## src/rtl/poly_series_pkg.sv

```systemverilog
`default_nettype none
// ============================================================================
//  Module      : poly_series_pkg
//  Description : Shared definitions for the geometric-series accelerator:
//                register byte offsets, STATUS bit positions, FSM state
//                encoding and the TERMS reset value.
//  Revision    : 1.0 - initial release
// ============================================================================
package poly_series_pkg;

   // Register byte offsets from the device base address
   localparam logic [31:0] OFF_OP     = 32'h0000_0000;
   localparam logic [31:0] OFF_ANS    = 32'h0000_0004;
   localparam logic [31:0] OFF_CTRL   = 32'h0000_0008;
   localparam logic [31:0] OFF_TERMS  = 32'h0000_000C;
   localparam logic [31:0] OFF_STATUS = 32'h0000_0010;

   // STATUS register bit positions
   localparam int ST_BUSY = 0;
   localparam int ST_DONE = 1;
   localparam int ST_OVF  = 2;

   // Term count loaded into TERMS at reset (matches the legacy 5-term device)
   localparam int TERMS_RST = 5;

   typedef enum logic [0:0] {
      IDLE = 1'b0,
      RUN  = 1'b1
   } state_t;

endpackage
`default_nettype wire

```

## src/rtl/series_term_unit.sv

```systemverilog
`default_nettype none
// ============================================================================
//  Module      : series_term_unit
//  Description : Combinational step of the series: next power term t*x and
//                next partial sum acc+t, both wrapped to DATA_W bits, with
//                flags for the discarded high product half and the add carry.
//  Ports       : i_term        - current power term t
//                i_x           - series base x
//                i_acc         - current partial sum
//                o_term_next   - low DATA_W bits of t*x
//                o_term_ovf    - high DATA_W bits of t*x are nonzero
//                o_acc_next    - acc + t, wrapped
//                o_acc_carry   - carry out of acc + t
//  Revision    : 1.0 - initial release
// ============================================================================
module series_term_unit #(
   parameter int DATA_W = 32
) (
   input  logic [DATA_W-1:0] i_term,
   input  logic [DATA_W-1:0] i_x,
   input  logic [DATA_W-1:0] i_acc,
   output logic [DATA_W-1:0] o_term_next,
   output logic              o_term_ovf,
   output logic [DATA_W-1:0] o_acc_next,
   output logic              o_acc_carry
);

   logic [2*DATA_W-1:0] w_prod;
   logic [DATA_W:0]     w_sum;

   // Operands are widened explicitly so the full double-width product is kept
   assign w_prod = {{DATA_W{1'b0}}, i_term} * {{DATA_W{1'b0}}, i_x};
   assign w_sum  = {1'b0, i_acc} + {1'b0, i_term};

   assign o_term_next = w_prod[DATA_W-1:0];
   assign o_term_ovf  = |w_prod[2*DATA_W-1:DATA_W];
   assign o_acc_next  = w_sum[DATA_W-1:0];
   assign o_acc_carry = w_sum[DATA_W];

endmodule
`default_nettype wire

```

## src/rtl/poly_series_device.sv

```systemverilog
`default_nettype none
// ============================================================================
//  Module      : poly_series_device
//  Description : Memory-mapped accelerator evaluating
//                S = x^0 + x^1 + ... + x^(N-1) mod 2^DATA_W, one term per
//                clock, with run-time term count, status, abort and a
//                register file that is write-protected while busy.
//  Ports       : clk               - system clock, rising edge
//                reset             - asynchronous active-low reset
//                MemRead           - bus read strobe
//                MemWrite          - bus write strobe
//                MemBus_Address    - byte address (exact 32-bit decode)
//                MemBus_Write_Data - write data
//                Device_Read_Data  - combinational read data (0 if no hit)
//  Revision    : 1.0 - initial release
// ============================================================================
module poly_series_device
   import poly_series_pkg::*;
#(
   parameter int          DATA_W    = 32,
   parameter logic [31:0] BASE_ADDR = 32'h4000_0000,
   parameter int          MAX_TERMS = 16,
   parameter int          CNT_W     = 5
) (
   input  logic              clk,
   input  logic              reset,
   input  logic              MemRead,
   input  logic              MemWrite,
   input  logic [31:0]       MemBus_Address,
   input  logic [DATA_W-1:0] MemBus_Write_Data,
   output logic [DATA_W-1:0] Device_Read_Data
);

   localparam logic [31:0] c_addr_op     = BASE_ADDR + OFF_OP;
   localparam logic [31:0] c_addr_ans    = BASE_ADDR + OFF_ANS;
   localparam logic [31:0] c_addr_ctrl   = BASE_ADDR + OFF_CTRL;
   localparam logic [31:0] c_addr_terms  = BASE_ADDR + OFF_TERMS;
   localparam logic [31:0] c_addr_status = BASE_ADDR + OFF_STATUS;
   localparam logic [CNT_W:0]   c_max_terms = (CNT_W+1)'(MAX_TERMS);
   localparam logic [CNT_W:0]   c_terms_rst = (CNT_W+1)'(TERMS_RST);
   localparam logic [CNT_W-1:0] c_cnt_one   = CNT_W'(1);

   state_t            state_q, state_d;
   logic [DATA_W-1:0] op_q, op_d;
   logic [CNT_W:0]    terms_q, terms_d;
   logic [DATA_W-1:0] acc_q, acc_d;
   logic [DATA_W-1:0] t_q, t_d;
   logic              t_ovf_q, t_ovf_d;
   logic [CNT_W-1:0]  cnt_q, cnt_d;
   logic [CNT_W-1:0]  n_eff_q, n_eff_d;
   logic              done_q, done_d;
   logic              ovf_q, ovf_d;

   logic              w_wr_op;
   logic              w_wr_ctrl;
   logic              w_wr_terms;
   logic              w_wdata_nz;
   logic [CNT_W-1:0]  w_n_clamp;
   logic [CNT_W-1:0]  w_cnt_inc;
   logic [DATA_W-1:0] w_term_next;
   logic              w_term_ovf;
   logic [DATA_W-1:0] w_acc_next;
   logic              w_acc_carry;
   logic              w_busy;
   logic [DATA_W-1:0] w_status;

   // ------------------------------------------------------------------
   // Write decode
   // ------------------------------------------------------------------
   assign w_wr_op    = MemWrite && (MemBus_Address == c_addr_op);
   assign w_wr_ctrl  = MemWrite && (MemBus_Address == c_addr_ctrl);
   assign w_wr_terms = MemWrite && (MemBus_Address == c_addr_terms);
   assign w_wdata_nz = (MemBus_Write_Data != '0);

   // MAX_TERMS < 2^CNT_W, so the clamped count always fits CNT_W bits
   assign w_n_clamp = (terms_q > c_max_terms) ? c_max_terms[CNT_W-1:0]
                                              : terms_q[CNT_W-1:0];
   assign w_cnt_inc = cnt_q + c_cnt_one;
   assign w_busy    = (state_q == RUN);

   // x is taken live from OP; OP cannot change while a run is in progress
   series_term_unit #(
      .DATA_W (DATA_W)
   ) u_term (
      .i_term      (t_q),
      .i_x         (op_q),
      .i_acc       (acc_q),
      .o_term_next (w_term_next),
      .o_term_ovf  (w_term_ovf),
      .o_acc_next  (w_acc_next),
      .o_acc_carry (w_acc_carry)
   );

   // ------------------------------------------------------------------
   // Next-state / register update logic
   // ------------------------------------------------------------------
   always_comb begin
      state_d = state_q;
      op_d    = op_q;
      terms_d = terms_q;
      acc_d   = acc_q;
      t_d     = t_q;
      t_ovf_d = t_ovf_q;
      cnt_d   = cnt_q;
      n_eff_d = n_eff_q;
      done_d  = done_q;
      ovf_d   = ovf_q;

      case (state_q)
         IDLE: begin
            if (w_wr_op) begin
               op_d = MemBus_Write_Data;
            end
            if (w_wr_terms) begin
               terms_d = MemBus_Write_Data[CNT_W:0];
            end
            if (w_wr_ctrl && w_wdata_nz) begin
               n_eff_d = w_n_clamp;
               acc_d   = '0;
               t_d     = {{(DATA_W-1){1'b0}}, 1'b1};
               t_ovf_d = 1'b0;
               cnt_d   = '0;
               ovf_d   = 1'b0;
               // An empty series completes at the start edge itself
               if (w_n_clamp == '0) begin
                  done_d = 1'b1;
               end else begin
                  done_d  = 1'b0;
                  state_d = RUN;
               end
            end
         end

         RUN: begin
            // Abort beats the accumulate step on the same edge
            if (w_wr_ctrl && !w_wdata_nz) begin
               state_d = IDLE;
               done_d  = 1'b0;
            end else begin
               acc_d   = w_acc_next;
               t_d     = w_term_next;
               t_ovf_d = t_ovf_q | w_term_ovf;
               // t_ovf_q flags a term that was already wrapped before this add
               ovf_d   = ovf_q | t_ovf_q | w_acc_carry;
               cnt_d   = w_cnt_inc;
               if (w_cnt_inc == n_eff_q) begin
                  state_d = IDLE;
                  done_d  = 1'b1;
               end
            end
         end

         default: begin
            state_d = IDLE;
         end
      endcase
   end

   always_ff @(posedge clk or negedge reset) begin
      if (!reset) begin
         state_q <= IDLE;
         op_q    <= '0;
         terms_q <= c_terms_rst;
         acc_q   <= '0;
         t_q     <= '0;
         t_ovf_q <= 1'b0;
         cnt_q   <= '0;
         n_eff_q <= '0;
         done_q  <= 1'b0;
         ovf_q   <= 1'b0;
      end else begin
         state_q <= state_d;
         op_q    <= op_d;
         terms_q <= terms_d;
         acc_q   <= acc_d;
         t_q     <= t_d;
         t_ovf_q <= t_ovf_d;
         cnt_q   <= cnt_d;
         n_eff_q <= n_eff_d;
         done_q  <= done_d;
         ovf_q   <= ovf_d;
      end
   end

   // ------------------------------------------------------------------
   // Read mux
   // ------------------------------------------------------------------
   always_comb begin
      w_status          = '0;
      w_status[ST_BUSY] = w_busy;
      w_status[ST_DONE] = done_q;
      w_status[ST_OVF]  = ovf_q;
   end

   always_comb begin
      Device_Read_Data = '0;
      if (MemRead) begin
         if (MemBus_Address == c_addr_op) begin
            Device_Read_Data = op_q;
         end else if (MemBus_Address == c_addr_ans) begin
            Device_Read_Data = acc_q;
         end else if (MemBus_Address == c_addr_terms) begin
            Device_Read_Data = DATA_W'(terms_q);
         end else if (MemBus_Address == c_addr_status) begin
            Device_Read_Data = w_status;
         end
      end
   end

endmodule
`default_nettype wire

```

## config.mk

```make
export PLATFORM = sky130hd
export DESIGN_NAME = poly_series_device
export DESIGN_NICKNAME = d
export VERILOG_FILES = /design/src/rtl/poly_series_pkg.sv /design/src/rtl/series_term_unit.sv /design/src/rtl/poly_series_device.sv
export SDC_FILE = /design/constraint.sdc
export NUM_CORES = 2
export LEC_CHECK = 0
export CAP_MARGIN = 20
export CORE_UTILIZATION = 65
export DETAILED_ROUTE_END_ITERATION = 8
export HOLD_SLACK_MARGIN = 0.05
export PLACE_DENSITY = 0.83
export SLEW_MARGIN = 0
export SYNTH_ARGS = -nofsm -noshare
export SYNTH_HDL_FRONTEND = slang
export SYNTH_SLANG_ARGS = --single-unit
```

## constraint.sdc

```tcl
create_clock -name clk -period 10.6 [get_ports clk]
set_input_delay 2.12 -clock clk [delete_from_list [all_inputs] [get_ports clk]]
set_output_delay 2.12 -clock clk [all_outputs]
set_load 0.03 [all_outputs]
```

==> impl_summary.md <==
Run status
The flow ran to the end, and the final reports show no timing, DRC or antenna violations.

Logic synthesis
The average cell area after synthesis is 9.315 µm². The flip-flop cell with the highest count after synthesis is sky130_fd_sc_hd__dfrtp_1. The cell area that synthesis handed to floorplanning was 39770 µm². Counting every net in the synthesized netlist gives 5531.

The number of warning messages in the yosys log is 0. The fraction of registers with async set or reset after synthesis is 100.0%. Sequential elements use 7.305% of the synthesized area. After technology mapping, the gate count stands at 4270. In this run, distinct cell masters in the synthesized netlist total 93.

The number of flops mapped to enable cells by yosys is 0. After synthesis the netlist holds a flip-flop and latch count of 116.

Power
The leakage power figure is 18.47 nW. The power density over the cells is 25.73 nW/µm². The maximum ir drop on the vdd rail is 0.1031 mV.

Critical path
The category of the critical setup timing path is reg2reg. The worst-path maximum fanout is 21. The critical path startpoint category is a register. The most frequent cell on the critical path is sky130_fd_sc_hd__fa_1.

On the critical path, the stage with the largest delay is an instance of sky130_fd_sc_hd__dfrtp_1. The largest single stage delay on the critical path is 1.14 ns. For the worst setup path, the data arrival time is 9.20 ns. The worst setup path is captured at a register. The path depth of the worst reg2reg path is 24.

At the worst endpoint, the required time is 10.90 ns. The critical path goes through buf_4, nand2_1, fa_1, inv_1, fa_1, inv_1, fa_1, fa_1, fa_1, fa_1, fa_1, fa_1, inv_1, ha_1, nand2_1, nor4_1, o211ai_1, a21oi_1, nor2_2, o21ai_2, mux2_4, nor4_2, nand4_1, o41a_1.

Place
The count of port buffers added during placement is 99. In this run, placement finished with an instance count of 4971. In this run the cell area measured after placement is 41280 µm². The routability-driven placement congestion ratio is 1.004. The HPWL reported at the end of detailed placement is 82.86 mm. OpenSTA, run right after detailed placement, puts the worst setup slack at 1.917 ns.

Global routing
The first-pass GRT wire length is 172.8 mm. The leftover overflow at the end of global routing is 0. The global-route met1 utilization is 47.01%.

The largest net degree at the start of global routing is 83. The global routing's busiest layer is met2. The initial antenna violation count is 0. In the global route stage, met2 resource usage came out at 58.50%.

The via count of the first global-routing pass is 33020. For this run, the total global-route usage over all layers was measured as 35.25%. Global routing consumed, on the met3 layer, 5.914% of the routing resources.

Die
The height of the chip is 249.4 µm. The initial standard-cell utilization of the core is 65.90%. The total number of placement rows is 90. The horizontal die dimension is 249.4 µm. The floorplan step defined a core boundary enclosing 60360 µm². 100 I/O pins were placed. The die covers 62180 µm².

Timing
The maximum clock rate is 112.4 MHz. Setup repair after global routing left no endpoint under its margin. The final critical path takes up 83.93% of the cycle.

In this run the tightest slew margin relative to its limit is 19.67%. Setup violations remaining at the end of the flow were counted as 0. The worst setup margin is 1.704 ns.

In the final timing run, aggregate negative setup slack is 0 ns. The final number of max-transition violations was 0. The transition at the pin with the smallest max-transition slack is 1.205 ns. The worst setup skew after layout is 0.007768 ns. After layout, the minimum clock period comes to 8.896 ns. The count of endpoints failing hold in the final timing report came to 0.

CTS
No sink is reached through more buffers than the 2 on the longest clock path. The H-tree level count is 4. Buffers added to address setup during post-CTS repair amount to 0. Once the clock tree was built, the resizer swapped 0 gates to a different size.

The clock insertion delay at the later pin of the skew report is 0.43 ns. The clock-pin transition on the worst setup and hold timing paths is 0.05 ns. TritonCTS built the clock tree. The number of CTS-inserted buffers is 17.

For this design, the CTS-stage hold fixing added 0 buffers. Clock tree synthesis selected as its root buffer the cell sky130_fd_sc_hd__clkbuf_16. The clock net in this run drives a total of 116 sinks.

Job
The max-capacitance violation count is 0.

Drt
The mean routed wirelength per cell is 20.74 µm. The number of nets with antenna violations after routing is 0. Across all layers, the routed design uses 29830 vias. The final wirelength is 103.9 mm. The detailed-router iteration count before antenna repair is 8. For this run, design rule violations remaining after detail routing come to 0. The DRC marker count from the first detailed-route iteration is 2222.

Dividing the detail-routed via count by the number of cells gives 5.957.

Cells and area
The multi-input combinational cells in the finished layout cover a total of 33090 µm². The finished layout holds 5008 standard cells, fillers aside. From synthesis to final layout, the design area changed by 5.493%. The share of the core filled with cells is 69.51%.

The final-stage net count is 5472. The fraction of final layout cells with drive strength greater than 1 is 4.877%. The total area of sequential cells is 2907 µm². Summing all non-filler instances in the final layout gives an area of 41960 µm². Fill cells in the final layout number 4433.

Hold path
Along the worst hold path, the cell count comes to 2. The class of the most critical hold timing path is reg2reg.
synth_stat cells, types with 4 or more instances:
cell | number | share of area (%)
sky130_fd_sc_hd__a21boi_0 | 4 | 0.076
sky130_fd_sc_hd__o21ai_0 | 101 | 1.3
sky130_fd_sc_hd__o21a_1 | 12 | 0.23
sky130_fd_sc_hd__nand2b_1 | 6 | 0.094
sky130_fd_sc_hd__mux2_2 | 40 | 1.1
sky130_fd_sc_hd__o22ai_1 | 5 | 0.079
sky130_fd_sc_hd__nor2b_1 | 38 | 0.60
sky130_fd_sc_hd__mux2i_1 | 8 | 0.20
sky130_fd_sc_hd__o31ai_1 | 5 | 0.094
sky130_fd_sc_hd__o21bai_1 | 18 | 0.34
sky130_fd_sc_hd__a21o_1 | 34 | 0.64
sky130_fd_sc_hd__ha_1 | 296 | 9.3
sky130_fd_sc_hd__nand2_1 | 574 | 5.4
sky130_fd_sc_hd__and2_1 | 620 | 9.8
sky130_fd_sc_hd__a21oi_2 | 11 | 0.24
sky130_fd_sc_hd__or2_2 | 4 | 0.063
sky130_fd_sc_hd__dfrtp_1 | 114 | 7.2
sky130_fd_sc_hd__o21ai_1 | 13 | 0.16
sky130_fd_sc_hd__a21oi_1 | 86 | 1.1
sky130_fd_sc_hd__nor3_1 | 24 | 0.30
sky130_fd_sc_hd__a22oi_1 | 27 | 0.51
sky130_fd_sc_hd__a22o_1 | 9 | 0.20
sky130_fd_sc_hd__xor2_1 | 40 | 0.88
sky130_fd_sc_hd__nor4_1 | 20 | 0.31
sky130_fd_sc_hd__xnor2_1 | 41 | 0.90
sky130_fd_sc_hd__and4_1 | 4 | 0.088
sky130_fd_sc_hd__clkbuf_1 | 220 | 2.1
sky130_fd_sc_hd__buf_1 | 4 | 0.038
sky130_fd_sc_hd__o21ai_2 | 5 | 0.11
sky130_fd_sc_hd__buf_2 | 16 | 0.20
sky130_fd_sc_hd__and3_1 | 6 | 0.094
sky130_fd_sc_hd__a211oi_1 | 8 | 0.15
sky130_fd_sc_hd__a31oi_1 | 15 | 0.24
sky130_fd_sc_hd__o211ai_1 | 10 | 0.19
sky130_fd_sc_hd__nor2_1 | 57 | 0.54
sky130_fd_sc_hd__nand3_1 | 26 | 0.33
sky130_fd_sc_hd__nand4_1 | 22 | 0.35
sky130_fd_sc_hd__fa_1 | 897 | 45
sky130_fd_sc_hd__inv_1 | 745 | 7.0
sequential cells by signal, indices dropped and copies added, names as in the netlist:
name     count
acc_q       32
op_q        32
t_q         32
terms_q      6
cnt_q        5
n_eff_q      5
done_q       1
ovf_q        1
state_q      1
t_ovf_q      1
worst paths after layout:
kind | startpoint | end | slack, ns
hold / removal | cnt_q[4]$_DFFE_PN0P_ | cnt_q[4]$_DFFE_PN0P_ | 0.51
max in group asynchronous | reset | acc_q[25]$_DFFE_PN0P_ | 7.98
min in group asynchronous | reset | acc_q[29]$_DFFE_PN0P_ | 1.65
setup reg to reg | t_q[19]$_DFFE_PN0P_ | t_ovf_q$_DFFE_PN0P_ | 1.70
setup / recovery | t_q[19]$_DFFE_PN0P_ | t_ovf_q$_DFFE_PN0P_ | 1.70
hold reg to reg | cnt_q[4]$_DFFE_PN0P_ | cnt_q[4]$_DFFE_PN0P_ | 0.51
routing by layer:
layer,up-vias,routed length [µm]
met3,262,9446
met2,1491,50100
met1,15210,40240
li1,12870,-
met5,-,0
met4,0,4078
metrics by stage:
| step | hold slack, ns | power, mW |
|---|---|---|
| 2_1_floorplan | 0.4689 | 0.4564 |
| 3_3_place_gp | 0.4843 | 0.4950 |
| 3_5_place_dp | 0.4940 | 0.4956 |
| 4_1_cts | 0.5054 | 1.078 |
| 5_1_grt | 0.5308 | 1.104 |
| 6_report | 0.5073 | 1.080 |
final cells by class:
cell class | instances | area share (%)
diodes | 2 | 0.01193
clock buffers | 22 | 1.106
clock inverters | 10 | 0.3101
inverters | 745 | 6.665
multi-input cells | 3160 | 78.86
flip-flops and latches | 116 | 6.927
well taps | 782 | 2.332
repair buffers | 171 | 3.787
placed cells by master, fill, tap and decap left out, drive strengths merged, types with 8 or more instances in the layout:
cell,count
a22oi,27
nor3,24
dfrtp,114
nand4,22
nand2,574
nand3,27
o21a,12
nor2,58
fa,897
nor4,22
clkdlybuf4s50,98
buf,73
clkbuf,22
o211ai,10
ha,296
a22o,9
xor2,40
inv,745
o21bai,18
mux2,41
o21ai,120
a21o,35
and3,11
a21oi,100
a31oi,16
a211oi,11
xnor2,41
mux2i,8
and2,620
nor2b,38
critical path, delay by kind of cell (launching register included):
kind | cells | cell delay [ns]
buffers and inverters | 4 | 0.56
muxes | 1 | 0.33
DFF | 1 | 1.14
AOI/OAI and AO/OA | 4 | 1.05
adders and majority gates | 9 | 4.54
and+or+nand+nor | 6 | 1.14
cells by family after synthesis:
family,Yosys count,share of synthesized area (%)
compound gates,417,7.182
fa+ha+maj,1193,54.46
buf+inv,994,9.538
mux,49,1.372
flops,116,7.305
simple gates,1420,18.36
xor+xnor,81,1.784
power breakdown:
group | leakage, nW | internal (mW) | switching (mW)
Combinational | 16.6 | 0.0257 | 0.0201
Sequential | 1.61 | 0.443 | 0.00000000521
Clock | 0.290 | 0.379 | 0.211
No activity file was read; power rests on OpenSTA's default activity.
